## config.mk

```make
export PLATFORM = sky130hd
export DESIGN_NAME = kb_ascii_decoder
export DESIGN_NICKNAME = d
export VERILOG_FILES = /design/src/rtl/kb_ascii_decoder.sv
export SDC_FILE = /design/constraint.sdc
export NUM_CORES = 1
export LEC_CHECK = 0
export ABC_AREA = 1
export BUFFER_PORTS_ARGS = -buffer_cell sky130_fd_sc_hd__buf_2
export CORE_MARGIN = 3
export CORE_UTILIZATION = 45
export DETAILED_ROUTE_END_ITERATION = 10
export GPL_TIMING_DRIVEN = 0
export SLEW_MARGIN = 20
export SYNTH_ARGS = -nofsm -noshare
export SYNTH_HDL_FRONTEND = slang
export SYNTH_SLANG_ARGS = --single-unit
```

## constraint.sdc

```tcl
create_clock -name clk -period 2.8 [get_ports clk]
set_clock_uncertainty 0.1 [all_clocks]
set_input_delay 0.56 -clock clk [delete_from_list [all_inputs] [get_ports clk]]
set_output_delay 0.56 -clock clk [all_outputs]
set_load 0.01 [all_outputs]
```

## src/rtl/kb_ascii_decoder.sv

```systemverilog
// Keyboard scan-code (set 2) to ASCII decoder. It tracks make/break and
// extended prefixes plus Shift/Ctrl/Caps state, and buffers translated
// characters in a small first-word-fall-through FIFO.
module kb_ascii_decoder #(
  parameter int W = 2
) (
  input  logic       clk,
  input  logic       reset_n,
  input  logic       scan_done_tick,
  input  logic [7:0] scan_code,
  input  logic       rd_ascii,
  output logic [7:0] ascii_code,
  output logic       ascii_empty,
  output logic       shift_on,
  output logic       ctrl_on,
  output logic       caps_on,
  output logic       overflow_tick
);

  localparam int DEPTH = 2 ** W;

  typedef enum logic [1:0] {ST_IDLE, ST_BRK, ST_EXT, ST_EXT_BRK} state_e;

  state_e     state_q, state_d;
  logic       lshift_q, lshift_d, rshift_q, rshift_d;
  logic       lctrl_q, lctrl_d, rctrl_q, rctrl_d;
  logic       caps_q, caps_d, caps_held_q, caps_held_d;
  logic       overflow_q, overflow_d;
  logic [W:0] wr_ptr_q, wr_ptr_d, rd_ptr_q, rd_ptr_d;
  logic [7:0] fifo_mem [DEPTH];

  logic       push_req, do_push, do_pop, fifo_empty, fifo_full;
  logic [7:0] push_char;
  logic [8:0] xlat;

  // Translate a make code into {hit, ascii} using the current modifier state.
  function automatic logic [8:0] translate(input logic [7:0] code, input logic shift,
                                           input logic ctrl, input logic caps);
    logic [4:0] idx;
    logic       hit;
    logic [7:0] un, sh;
    idx = 5'd0;
    hit = 1'b0;
    un  = 8'h00;
    sh  = 8'h00;
    case (code)
      8'h1C: idx = 5'd1;   8'h32: idx = 5'd2;   8'h21: idx = 5'd3;   8'h23: idx = 5'd4;
      8'h24: idx = 5'd5;   8'h2B: idx = 5'd6;   8'h34: idx = 5'd7;   8'h33: idx = 5'd8;
      8'h43: idx = 5'd9;   8'h3B: idx = 5'd10;  8'h42: idx = 5'd11;  8'h4B: idx = 5'd12;
      8'h3A: idx = 5'd13;  8'h31: idx = 5'd14;  8'h44: idx = 5'd15;  8'h4D: idx = 5'd16;
      8'h15: idx = 5'd17;  8'h2D: idx = 5'd18;  8'h1B: idx = 5'd19;  8'h2C: idx = 5'd20;
      8'h3C: idx = 5'd21;  8'h2A: idx = 5'd22;  8'h1D: idx = 5'd23;  8'h22: idx = 5'd24;
      8'h35: idx = 5'd25;  8'h1A: idx = 5'd26;
      default: idx = 5'd0;
    endcase
    case (code)
      // digits: unshifted / shifted
      8'h45: {hit, un, sh} = {1'b1, 8'h30, 8'h29};
      8'h16: {hit, un, sh} = {1'b1, 8'h31, 8'h21};
      8'h1E: {hit, un, sh} = {1'b1, 8'h32, 8'h40};
      8'h26: {hit, un, sh} = {1'b1, 8'h33, 8'h23};
      8'h25: {hit, un, sh} = {1'b1, 8'h34, 8'h24};
      8'h2E: {hit, un, sh} = {1'b1, 8'h35, 8'h25};
      8'h36: {hit, un, sh} = {1'b1, 8'h36, 8'h5E};
      8'h3D: {hit, un, sh} = {1'b1, 8'h37, 8'h26};
      8'h3E: {hit, un, sh} = {1'b1, 8'h38, 8'h2A};
      8'h46: {hit, un, sh} = {1'b1, 8'h39, 8'h28};
      // punctuation, US layout
      8'h0E: {hit, un, sh} = {1'b1, 8'h60, 8'h7E};
      8'h4E: {hit, un, sh} = {1'b1, 8'h2D, 8'h5F};
      8'h55: {hit, un, sh} = {1'b1, 8'h3D, 8'h2B};
      8'h54: {hit, un, sh} = {1'b1, 8'h5B, 8'h7B};
      8'h5B: {hit, un, sh} = {1'b1, 8'h5D, 8'h7D};
      8'h5D: {hit, un, sh} = {1'b1, 8'h5C, 8'h7C};
      8'h4C: {hit, un, sh} = {1'b1, 8'h3B, 8'h3A};
      8'h52: {hit, un, sh} = {1'b1, 8'h27, 8'h22};
      8'h41: {hit, un, sh} = {1'b1, 8'h2C, 8'h3C};
      8'h49: {hit, un, sh} = {1'b1, 8'h2E, 8'h3E};
      8'h4A: {hit, un, sh} = {1'b1, 8'h2F, 8'h3F};
      // controls ignore every modifier
      8'h29: {hit, un, sh} = {1'b1, 8'h20, 8'h20};
      8'h5A: {hit, un, sh} = {1'b1, 8'h0D, 8'h0D};
      8'h66: {hit, un, sh} = {1'b1, 8'h08, 8'h08};
      8'h0D: {hit, un, sh} = {1'b1, 8'h09, 8'h09};
      8'h76: {hit, un, sh} = {1'b1, 8'h1B, 8'h1B};
      default: {hit, un, sh} = {1'b0, 8'h00, 8'h00};
    endcase
    if (idx != 5'd0) begin
      if (ctrl)              return {1'b1, 3'b000, idx};
      else if (shift ^ caps) return {1'b1, 8'h40 + {3'b000, idx}};
      else                   return {1'b1, 8'h60 + {3'b000, idx}};
    end
    return {hit, shift ? sh : un};
  endfunction

  assign shift_on      = lshift_q | rshift_q;
  assign ctrl_on       = lctrl_q | rctrl_q;
  assign caps_on       = caps_q;
  assign overflow_tick = overflow_q;

  // Prefix FSM and modifier tracking; produces at most one push request per byte.
  always_comb begin
    // NOTE: every signal gets a default first so no path leaves a latch behind.
    state_d     = state_q;
    lshift_d    = lshift_q;
    rshift_d    = rshift_q;
    lctrl_d     = lctrl_q;
    rctrl_d     = rctrl_q;
    caps_d      = caps_q;
    caps_held_d = caps_held_q;
    push_req    = 1'b0;
    push_char   = 8'h00;
    xlat        = translate(scan_code, shift_on, ctrl_on, caps_q);
    if (scan_done_tick) begin
      case (state_q)
        ST_IDLE: begin
          case (scan_code)
            8'hF0: state_d  = ST_BRK;
            8'hE0: state_d  = ST_EXT;
            8'h12: lshift_d = 1'b1;
            8'h59: rshift_d = 1'b1;
            8'h14: lctrl_d  = 1'b1;
            8'h58: begin
              // typematic repeats of Caps must not toggle again
              if (!caps_held_q) caps_d = ~caps_q;
              caps_held_d = 1'b1;
            end
            default: begin
              push_req  = xlat[8];
              push_char = xlat[7:0];
            end
          endcase
        end
        ST_BRK: begin
          case (scan_code)
            8'h12:   lshift_d    = 1'b0;
            8'h59:   rshift_d    = 1'b0;
            8'h14:   lctrl_d     = 1'b0;
            8'h58:   caps_held_d = 1'b0;
            default: ;
          endcase
          state_d = ST_IDLE;
        end
        ST_EXT: begin
          state_d = ST_IDLE;
          case (scan_code)
            8'hF0: state_d = ST_EXT_BRK;
            8'h14: rctrl_d = 1'b1;
            8'h5A: begin push_req = 1'b1; push_char = 8'h0D; end
            8'h4A: begin push_req = 1'b1; push_char = 8'h2F; end
            default: ;
          endcase
        end
        default: begin  // ST_EXT_BRK
          if (scan_code == 8'h14) rctrl_d = 1'b0;
          state_d = ST_IDLE;
        end
      endcase
    end
  end

  // FIFO control: a pop frees the slot a simultaneous push into a full FIFO needs.
  always_comb begin
    fifo_empty = (wr_ptr_q == rd_ptr_q);
    fifo_full  = (wr_ptr_q == {~rd_ptr_q[W], rd_ptr_q[W-1:0]});
    do_pop     = rd_ascii & ~fifo_empty;
    do_push    = push_req & (~fifo_full | do_pop);
    overflow_d = push_req & fifo_full & ~do_pop;
    wr_ptr_d   = wr_ptr_q + (W+1)'(do_push);
    rd_ptr_d   = rd_ptr_q + (W+1)'(do_pop);
  end

  assign ascii_empty = fifo_empty;
  assign ascii_code  = fifo_empty ? 8'h00 : fifo_mem[rd_ptr_q[W-1:0]];

  // State, modifier and pointer registers.
  always_ff @(posedge clk or negedge reset_n) begin
    // NOTE: non-blocking assignments keep every flop sampling pre-edge values.
    if (!reset_n) begin
      state_q     <= ST_IDLE;
      lshift_q    <= 1'b0;
      rshift_q    <= 1'b0;
      lctrl_q     <= 1'b0;
      rctrl_q     <= 1'b0;
      caps_q      <= 1'b0;
      caps_held_q <= 1'b0;
      overflow_q  <= 1'b0;
      wr_ptr_q    <= '0;
      rd_ptr_q    <= '0;
    end else begin
      state_q     <= state_d;
      lshift_q    <= lshift_d;
      rshift_q    <= rshift_d;
      lctrl_q     <= lctrl_d;
      rctrl_q     <= rctrl_d;
      caps_q      <= caps_d;
      caps_held_q <= caps_held_d;
      overflow_q  <= overflow_d;
      wr_ptr_q    <= wr_ptr_d;
      rd_ptr_q    <= rd_ptr_d;
    end
  end

  // Character storage.
  always_ff @(posedge clk) begin
    // NOTE: storage is not reset; the pointers alone decide which entries are valid.
    if (do_push) fifo_mem[wr_ptr_q[W-1:0]] <= push_char;
  end

endmodule

```

# After elaboration in Yosys (flattened, before gate mapping)
# Memories as Yosys holds them, arrays and structs flattened.
# Index checks and enable logic that the tools add are counted.
# classes
n_addsub,4
eq_ne,21
muxes,35
n_bitwise,15
n_reduce_logical,13
# op_table
operator,count
2-to-1 mux 8 bit,6
equality test 8 x 7 -> 1 bit (second input constant),4
AND reduction 4 bit,5
2-to-1 mux 9 bit,2
2-to-1 mux 17 bit,1
adder 7 x 5 -> 8 bit (first input constant),2
equality test 8 x 5 -> 1 bit (second input constant),2
equality test 8 bit (second input constant),2
case mux 8 bit (2 select lines),1
2-to-1 mux 1 bit,14
inequality test 2 x 1 -> 1 bit (second input constant),6
case mux 1 bit (2 select lines),6
case mux 6 bit (2 select lines),1
case mux 2 bit (2 select lines),2
NOT 1 bit,7
adder 3 x 1 -> 3 bit,2
equality test 3 bit,2
OR reduction 6 bit,1
2-to-1 mux 5 bit,1
nonzero test 5 bit,1
AND 1 bit,4
inequality test 2 bit (second input constant),2
OR reduction 2 bit,2
inequality test 3 x 1 -> 1 bit (second input constant),1
9 further kinds,11
# word_totals
regBits,15
ram_bits,32
rom_bits,2560
input_bits,12
out_inout_bits,13
word_cells,101
n_memories,3
# mem_list
memory,words,width,rd,rd_clocked_by_memory_dff,wr,line,text
(name not given),128,15,1,0,0,56,case (code)
(name not given),128,5,1,0,0,46,case (code)
fifo_mem,4,8,1,0,1,30,logic [7:0] fifo_mem [DEPTH];

# Longest topological paths before layout
# Gate-level depths: netlist of run 1.
# An unclocked memory read counts as a cell.
# depth
depth_word,13
depth_mapped,18

# Worst setup path after synthesis of run 1
# OpenSTA, ideal clock, no wires.
# synth_timing
path_kind,input to register
from,in scan_code[1]
to,mem fifo_mem[2][0] (enable)
arrival_ns,2.246
required_ns,2.340
setup_slack_ns,0.094
cell_stages,14
path_buffers,0
path_cell_list,inv_1 ha_1 nand2_2 nor2_1 nand2_1 nand2_1 nand3_1 nor2_1 nor2_2 nand4_1 nand2_1 nand2_1 nand2_2 nor2_1
# synth_between
elab_chain_cells,11
elab_cells_between_ends,24
classes_between,8 x eq/ne; 10 x mux; 1 x bitwise; 3 x reduce/logical; 2 x memory
# synth_rtl
element,line,text
from (decl),10,"input logic [7:0] scan_code,"
memory read (128 x 5 bit),n/a,
2-to-1 mux 5 bit,46,
nonzero test 5 bit,88,if (idx != 5'd0) begin
2-to-1 mux 1 bit,88,
2-to-1 mux 9 bit,93,"return {hit, shift ? sh : un};"
2-to-1 mux 1 bit,117,case (scan_code)
case mux 1 bit (2 select lines) (*),115,case (state_q)
2-to-1 mux 1 bit (*),114,if (scan_done_tick) begin
AND 1 bit (*),167,do_push = push_req & (~fifo_full | do_pop);
2-to-1 mux 1 bit (*),207,if (do_push) fifo_mem[wr_ptr_q[W-1:0]] <= push_char;
2-to-1 mux 1 bit (implied by the code) (*),207,
to (decl),30,
# Every way passes the cells marked *; elsewhere a longest branch is shown, timed or not.

# Worst setup path after layout of run 1
# layout_timing
from,in scan_code[0]
to,mem fifo_mem[2][6] (enable)
# Same word-level chain as after synthesis.

==> results.yml, run 1 <==
timing:
  finalHoldViolCount: 0
  fmax_ghz: 0.3714
  setup_violations: 0
  fin_crit_ns: 2.692
  fin_crit_sh_pct: 96.15
  finalMaxSlewViolations: 0
clock_network:
  clk_pin_slew_ns: 0.08
  cts.sinks: 43
  cts_max_path_buffers: 2
  cts_tree: "built"
  clk_latency_ns: 0.29
  numCtsBuffers: 5
  cts-root-buf: "clkbuf_8"
  h-tree-depth: 2
placed_design:
  port_buffers: 21
  place_area_sq_um: 3516
  dp_hpwl_mm: 7.380
  place_inst: 595
  gp_congestion: 1.000
worst_setup_path:
  cp.arrival_ns: 2.57
  rr_endpoint: "fifo_mem[2][6]$_DFFE_PP_"
  cp_slowest_cell: "ha_2"
  worst_setup_path_start_kind: "input port"
  cp_cell_sequence: "buf_2 -> inv_2 -> ha_2 -> nand2_2 -> nor2_2 -> inv_1 -> nand3_1 -> nand3_1 -> nand2_1 -> inv_1 -> nand4_1 -> nand2_1 -> nand2_2 -> nand2_4 -> buf_4 -> nor2_4"
  cp_slowest_stage_delay_ns: 0.36
  setup.worst_path.end_class: "flip-flop"
  crit_path_max_fanout: 7
  required_ns: 2.68
  r2r_slack_ns: 0.35
  reg2reg_depth: 11
  r2r_start: "state_q[0]$_DFFE_PN0P_"
  path_class: "input port to flip-flop"
final_layout:
  multiInputGateArea_sq_um: 1917
  final_cell_mix: "119 x nand2_1, 59 x nand3_1, 54 x nor2_1"
  final_cell_count_no_fill: 606
  layout-drive-gt1-share_pct: 18.63
  fillers: 668
  nets: 529
  fin_util_pct: 54.81
  seq_area_sq_um: 1216
  fin_area_sq_um: 3806
  antenna_cells: 0
  layout_commonest_cell: "nand2_1"
  syn_to_final_growth_pct: 15.67
route:
  route.detailed.drc: 0
  vias: 3377
  antenna_left: 0
  drt_pre_antenna_iters: 5
  wl_per_cell_um: 15.83
  drt_wl_total_mm: 9.596
  viasPerCell: 5.573
  drt_iter0_markers: 267
power:
  p_leak_uw: 0.001780
  p_per_area_nw_per_um2: 637.6
  total_power_uw: 2427
  peakVddDrop_mv: 0.2767
synth:
  yosysSeqAreaShare_pct: 36.96
  synth.distinct_cells: 36
  ys_ff_latch: 43
  synth_top_area_cell: "edfxtp_1"
  synthTopCellsByArea: "edfxtp_1 26%, nand2_1 14%, dfrtp_1 11%"
  yosysTopAreaCellShare_pct: 25.55
  postSynthAreaPerCell_sq_um: 6.884
  synthCells: 478
  syn_nets: 498
  syn-cell-area_sq_um: 3291
  ys_warn_count: 0
floorplan:
  die_w_um: 91.52
  rows: 30
  coreArea_sq_um: 6944
  io_pins: 25
  die_area_sq_um: 8375
  start_util_pct: 47.39
  die_h_um: 91.52
grt:
  antenna_found_initial: 0
  grt_max_degree: 16
  track_usage_pct: 23.05
  grt_pass1_wl_mm: 15.50
  grt_overflow_total: 0
  grt_pass1_vias: 3064
outcome:
  status: "finished clean"
hold_path:
  worst_hold_path_type: "input port to async pin"
run:
  maxCapViolCount: 0
==> timing repair <==
action,in CTS,in global routing
hold buffers,0,0
pin swaps,1,8
setup buffers,0,3
endpoints found under the setup margin,39,40
gates resized for setup,19,30
==> state kept, by name, indices dropped and copies added, names as in the netlist <==
| name | flops |
|---|---|
| lctrl_q | 1 |
| state_q | 2 |
| wr_ptr_q | 3 |
| rd_ptr_q | 3 |
| rshift_q | 1 |
| lshift_q | 1 |
| rctrl_q | 1 |
| caps_held_q | 1 |
| overflow_tick | 1 |
| caps_on | 1 |
| fifo_mem | 28 |
==> logic make-up after synthesis <==
kind of cell / after synthesis / share of synthesized area, %
simple gates: 272 / 35.78
buf+inv: 71 / 9.163
flops: 43 / 36.96
mux: 1 / 0.3422
other cells: 1 / 0.1140
compound gates: 77 / 13.27
fa+ha+maj: 8 / 3.042
xor+xnor: 5 / 1.331
==> per-layer routing <==
metal	track usage, %	part of all wire (%)
met3	2.983	6.2
met1	29.92	42
met2	38.34	48
met4	9.799	4.3
met5	0	0
==> how the worst max path moves through the flow <==
stage,from,endpoint,slack (ns),cells after the start
2_1_floorplan,scan_code[1],fifo_mem[2][0]$_DFFE_PP_,0.09,14
6_report,scan_code[0],fifo_mem[2][6]$_DFFE_PP_,0.11,16
5_1_grt,scan_code[1],wr_ptr_q[2]$_DFF_PN0_,-0.01,18
4_1_cts,scan_code[1],wr_ptr_q[2]$_DFF_PN0_,0.005,18
3_5_place_dp,scan_code[1],fifo_mem[0][4]$_DFFE_PP_,-0.92,15
3_3_place_gp,scan_code[1],fifo_mem[0][4]$_DFFE_PP_,-0.87,15
==> area by class of cell <==
type	instances	area share, %
multi-input combinational	364	50.36
sequential	43	31.95
inverter	58	5.851
timing repair buffer	24	3.419
tap	96	3.156
buffer	13	2.301
clock buffer	5	1.808
clock inverter	3	1.151
==> critical path: cells and delay by family <==
family	cells	cell delay, ns
simple gates	10	1.12
buf+inv	5	0.53
fa+ha+maj	1	0.36
==> cell usage after synthesis <==
library cell  number
o2111ai_1          1
o21ai_0           31
buf_2              5
nor3_2             1
nand2_4            1
buf_4              3
inv_4              1
a21oi_1           26
mux2_2             1
o21a_1             1
inv_1             45
xnor2_1            1
conb_1             1
o211ai_1           5
dfrtp_1           15
o32ai_1            7
nor2_4             3
nand2_2            2
a31oi_1            3
edfxtp_1          28
clkbuf_1           3
nand3_4            1
nor2_2             4
o21ai_1            2
or2_2              1
o31ai_1            1
nand3_1           59
inv_2             12
nand2_1          127
nor2_1            65
buf_6              2
nor3_1             4
ha_1               8
xor2_1             4
nand4_1            3
or2_1              1
==> stage by stage <==
step | TNS, ns | hold WS [ns] | worst slack, ns
floorplan | 0 | 0.1644 | 0.09372
global placement | -34.49 | 0.3718 | -0.8740
detailed placement | -33.15 | 0.3827 | -0.9161
CTS | 0 | 0.06366 | 0.004629
global route | -0.01788 | 0.07374 | -0.01183
finish | 0 | 0.05553 | 0.1077
==> power by group <==
group / internal, uW / switching, uW
registers: 782 / 107
clock network: 265 / 210
logic: 379 / 684
total: 1430 / 1000
Power figures use the tool's default switching activity.
==> run 2, diff against run 1 <==
==> constraint.sdc (replaced) <==
create_clock -name clk -period 2.8 [get_ports clk]
set_clock_uncertainty 0.1 [all_clocks]
set_input_delay 0 -clock clk [delete_from_list [all_inputs] [get_ports clk]]
set_output_delay 0 -clock clk [all_outputs]
set_load 0.01 [all_outputs]
==> results.yml, run 2 (synthesized netlist as in run 1, its figures left out) <==
clock_network:
  post_cts_buffers: 0
  clk_pin_slew_ns: 0.09
  clk_latency_ns: 0.30
  h-tree-depth: 2
  cts_tree: "built"
  numCtsBuffers: 5
  cts-root-buf: "clkbuf_8"
  cts_max_path_buffers: 2
  cts.sinks: 43
final_layout:
  multiInputGateArea_sq_um: 1793
  fin_util_pct: 52.97
  antenna_cells: 0
  fillers: 685
  final_cell_count_no_fill: 606
  largest_register_ffs: 28
  syn_to_final_growth_pct: 11.79
  nets: 529
  layout-drive-gt1-share_pct: 13.73
  layout_commonest_cell: "nand2_1"
  final_cell_mix: "127 x nand2_1, 61 x nor2_1, 59 x nand3_1"
  seq_area_sq_um: 1216
floorplan:
  io_pins: 25
  die_h_um: 91.52
  coreArea_sq_um: 6944
  rows: 30
  start_util_pct: 47.39
  die_area_sq_um: 8375
  die_w_um: 91.52
timing:
  tightest_slew_ns: 0.4957
  hold_ws_ns: 0.04795
  finalMaxSlewViolations: 0
  fin_crit_sh_pct: 94.32
  fmax_ghz: 0.3786
  finalHoldViolCount: 0
  fin_crit_ns: 2.641
  relSlewSlack_pct: 66.61
  setup_violations: 0
  rsz0062_at_grt: "yes"
power:
  switchingPower_uw: 978.0
  pwr-share-comb_pct: 42.7
  p_per_area_nw_per_um2: 649.1
  switching_share_pct: 40.96
  p_int_uw: 1410
  peakVddDrop_mv: 0.2777
  clockPowerShare_pct: 20.0
  p_leak_uw: 0.001758
  power.share.sequential_pct: 37.2
outcome:
  status: "finished clean"
grt:
  track_usage_pct: 22.89
  grt_pass1_vias: 3069
  grt_pass1_wl_mm: 15.38
  antenna_found_initial: 0
  grt_overflow_total: 0
  grt_max_degree: 16
worst_setup_path:
  crit_path_end: "fifo_mem[2][4]$_DFFE_PP_"
  worst_path_most_repeated_cell: "nand2_1"
  worst_setup_path_start_kind: "input port"
  r2r_slack_ns: 0.33
  r2r_start: "state_q[0]$_DFFE_PN0P_"
  rr_endpoint: "fifo_mem[2][4]$_DFFE_PP_"
  path_class: "input port to flip-flop"
  cp_slowest_cell: "nor2_2"
  cp_cell_sequence: "buf_2 -> inv_1 -> ha_1 -> nand2_2 -> nor2_1 -> nand2_1 -> nand2_1 -> nand3_1 -> nor2_1 -> nor2_2 -> nand4_1 -> nand2_1 -> nand2_1 -> nand2_2 -> nor2_2"
  crit_path_max_fanout: 7
  reg2reg_depth: 10
  cp.arrival_ns: 2.50
  cp_slowest_stage_delay_ns: 0.32
  required_ns: 2.66
  setup.worst_path.end_class: "flip-flop"
  setup.worst_path.start: "scan_code[1]"
placed_design:
  dp_hpwl_mm: 7.380
  port_buffers: 21
  place_inst: 595
  gp_congestion: 1.000
route:
  drt_pre_antenna_iters: 7
  antenna_left: 0
  viasPerCell: 5.508
  route.detailed.drc: 0
  drt_iter0_markers: 215
  drt_wl_total_mm: 9.385
  vias: 3338
  wl_per_cell_um: 15.49
run:
  maxCapViolCount: 0
hold_path:
  worst_hold_path_type: "input port to async pin"
-- run 2: cell types whose count changed in the layout (fill, tap and decap cells not counted), moves of 3 or more --
cell,previous run,this run
buf_2,23,26
buf_4,7,3
dlygate4sd3_1,0,3
ha_1,5,8
nand2_1,119,127
nand2_2,7,2
nand2_4,4,1
nor2_1,54,61
nor2_4,13,5
-- run 2: through the flow --
step | setup TNS [ns] | power, uW | setup slack [ns] | cell area, sq um
2_1_floorplan | 0 | 1583 | 0.6391 | 3291
5_1_grt | -0.1283 | 2594 | -0.02534 | 3679
3_3_place_gp | -7.734 | 1892 | -0.3140 | 3516
3_5_place_dp | -7.977 | 1900 | -0.3561 | 3516
6_report | 0 | 2388 | 0.1590 | 3679
4_1_cts | 0 | 2393 | 0.04589 | 3664
-- run 2: repair_timing --
action,4_1_cts,5_1_grt
gates resized for setup,2,4
hold endpoints to repair,20,0
hold buffers,3,0
endpoints found under the setup margin,10,28
-- run 2: worst max-delay path, delay by kind of cell --
family                   cells  cell delay (ns)
buffers and inverters        2             0.32
adder cells (fa/ha/maj)      1             0.30
AND/OR/NAND/NOR             12             1.87
-- run 2: final cells by class --
cell class | count | share of cell area, %
well taps | 96 | 3.265
multi-input cells | 364 | 48.74
clock inverters | 3 | 1.190
plain buffers | 13 | 2.211
clock buffers | 5 | 1.871
flip-flops and latches | 43 | 33.06
inverters | 58 | 5.986
repair buffers | 24 | 3.673
-- run 2: how the worst min path moves through the flow --
stage	end	slack (ns)	from
finish	caps_held_q$_DFFE_PN0P_	0.05	reset_n
global placement	lshift_q$_DFFE_PN0P_	-0.19	reset_n
floorplan	caps_held_q$_DFFE_PN0P_	-0.40	reset_n
detailed placement	caps_on$_DFFE_PN0P_	-0.17	reset_n
global route	wr_ptr_q[1]$_DFF_PN0_	0.08	reset_n
CTS	caps_on$_DFFE_PN0P_	0.04	reset_n
-- run 2: power by group through the flow --
stage	clock network (uW)	registers (uW)	logic, uW
final	479	889	1020
after global routing	524	903	1170
after CTS	495	888	1010
after detailed placement	0	901	999
after global placement	0	898	995
after floorplan	0	870	713
-- run 2: metal layers --
layer / global-route usage (%) / part of all wire, % / vias up
li1: - / - / 1642
met1: 29.71 / 41 / 1478
met2: 37.74 / 47 / 185
met3: 3.065 / 7.4 / 33
met4: 10.30 / 4.3 / 0
met5: 0 / 0 / -
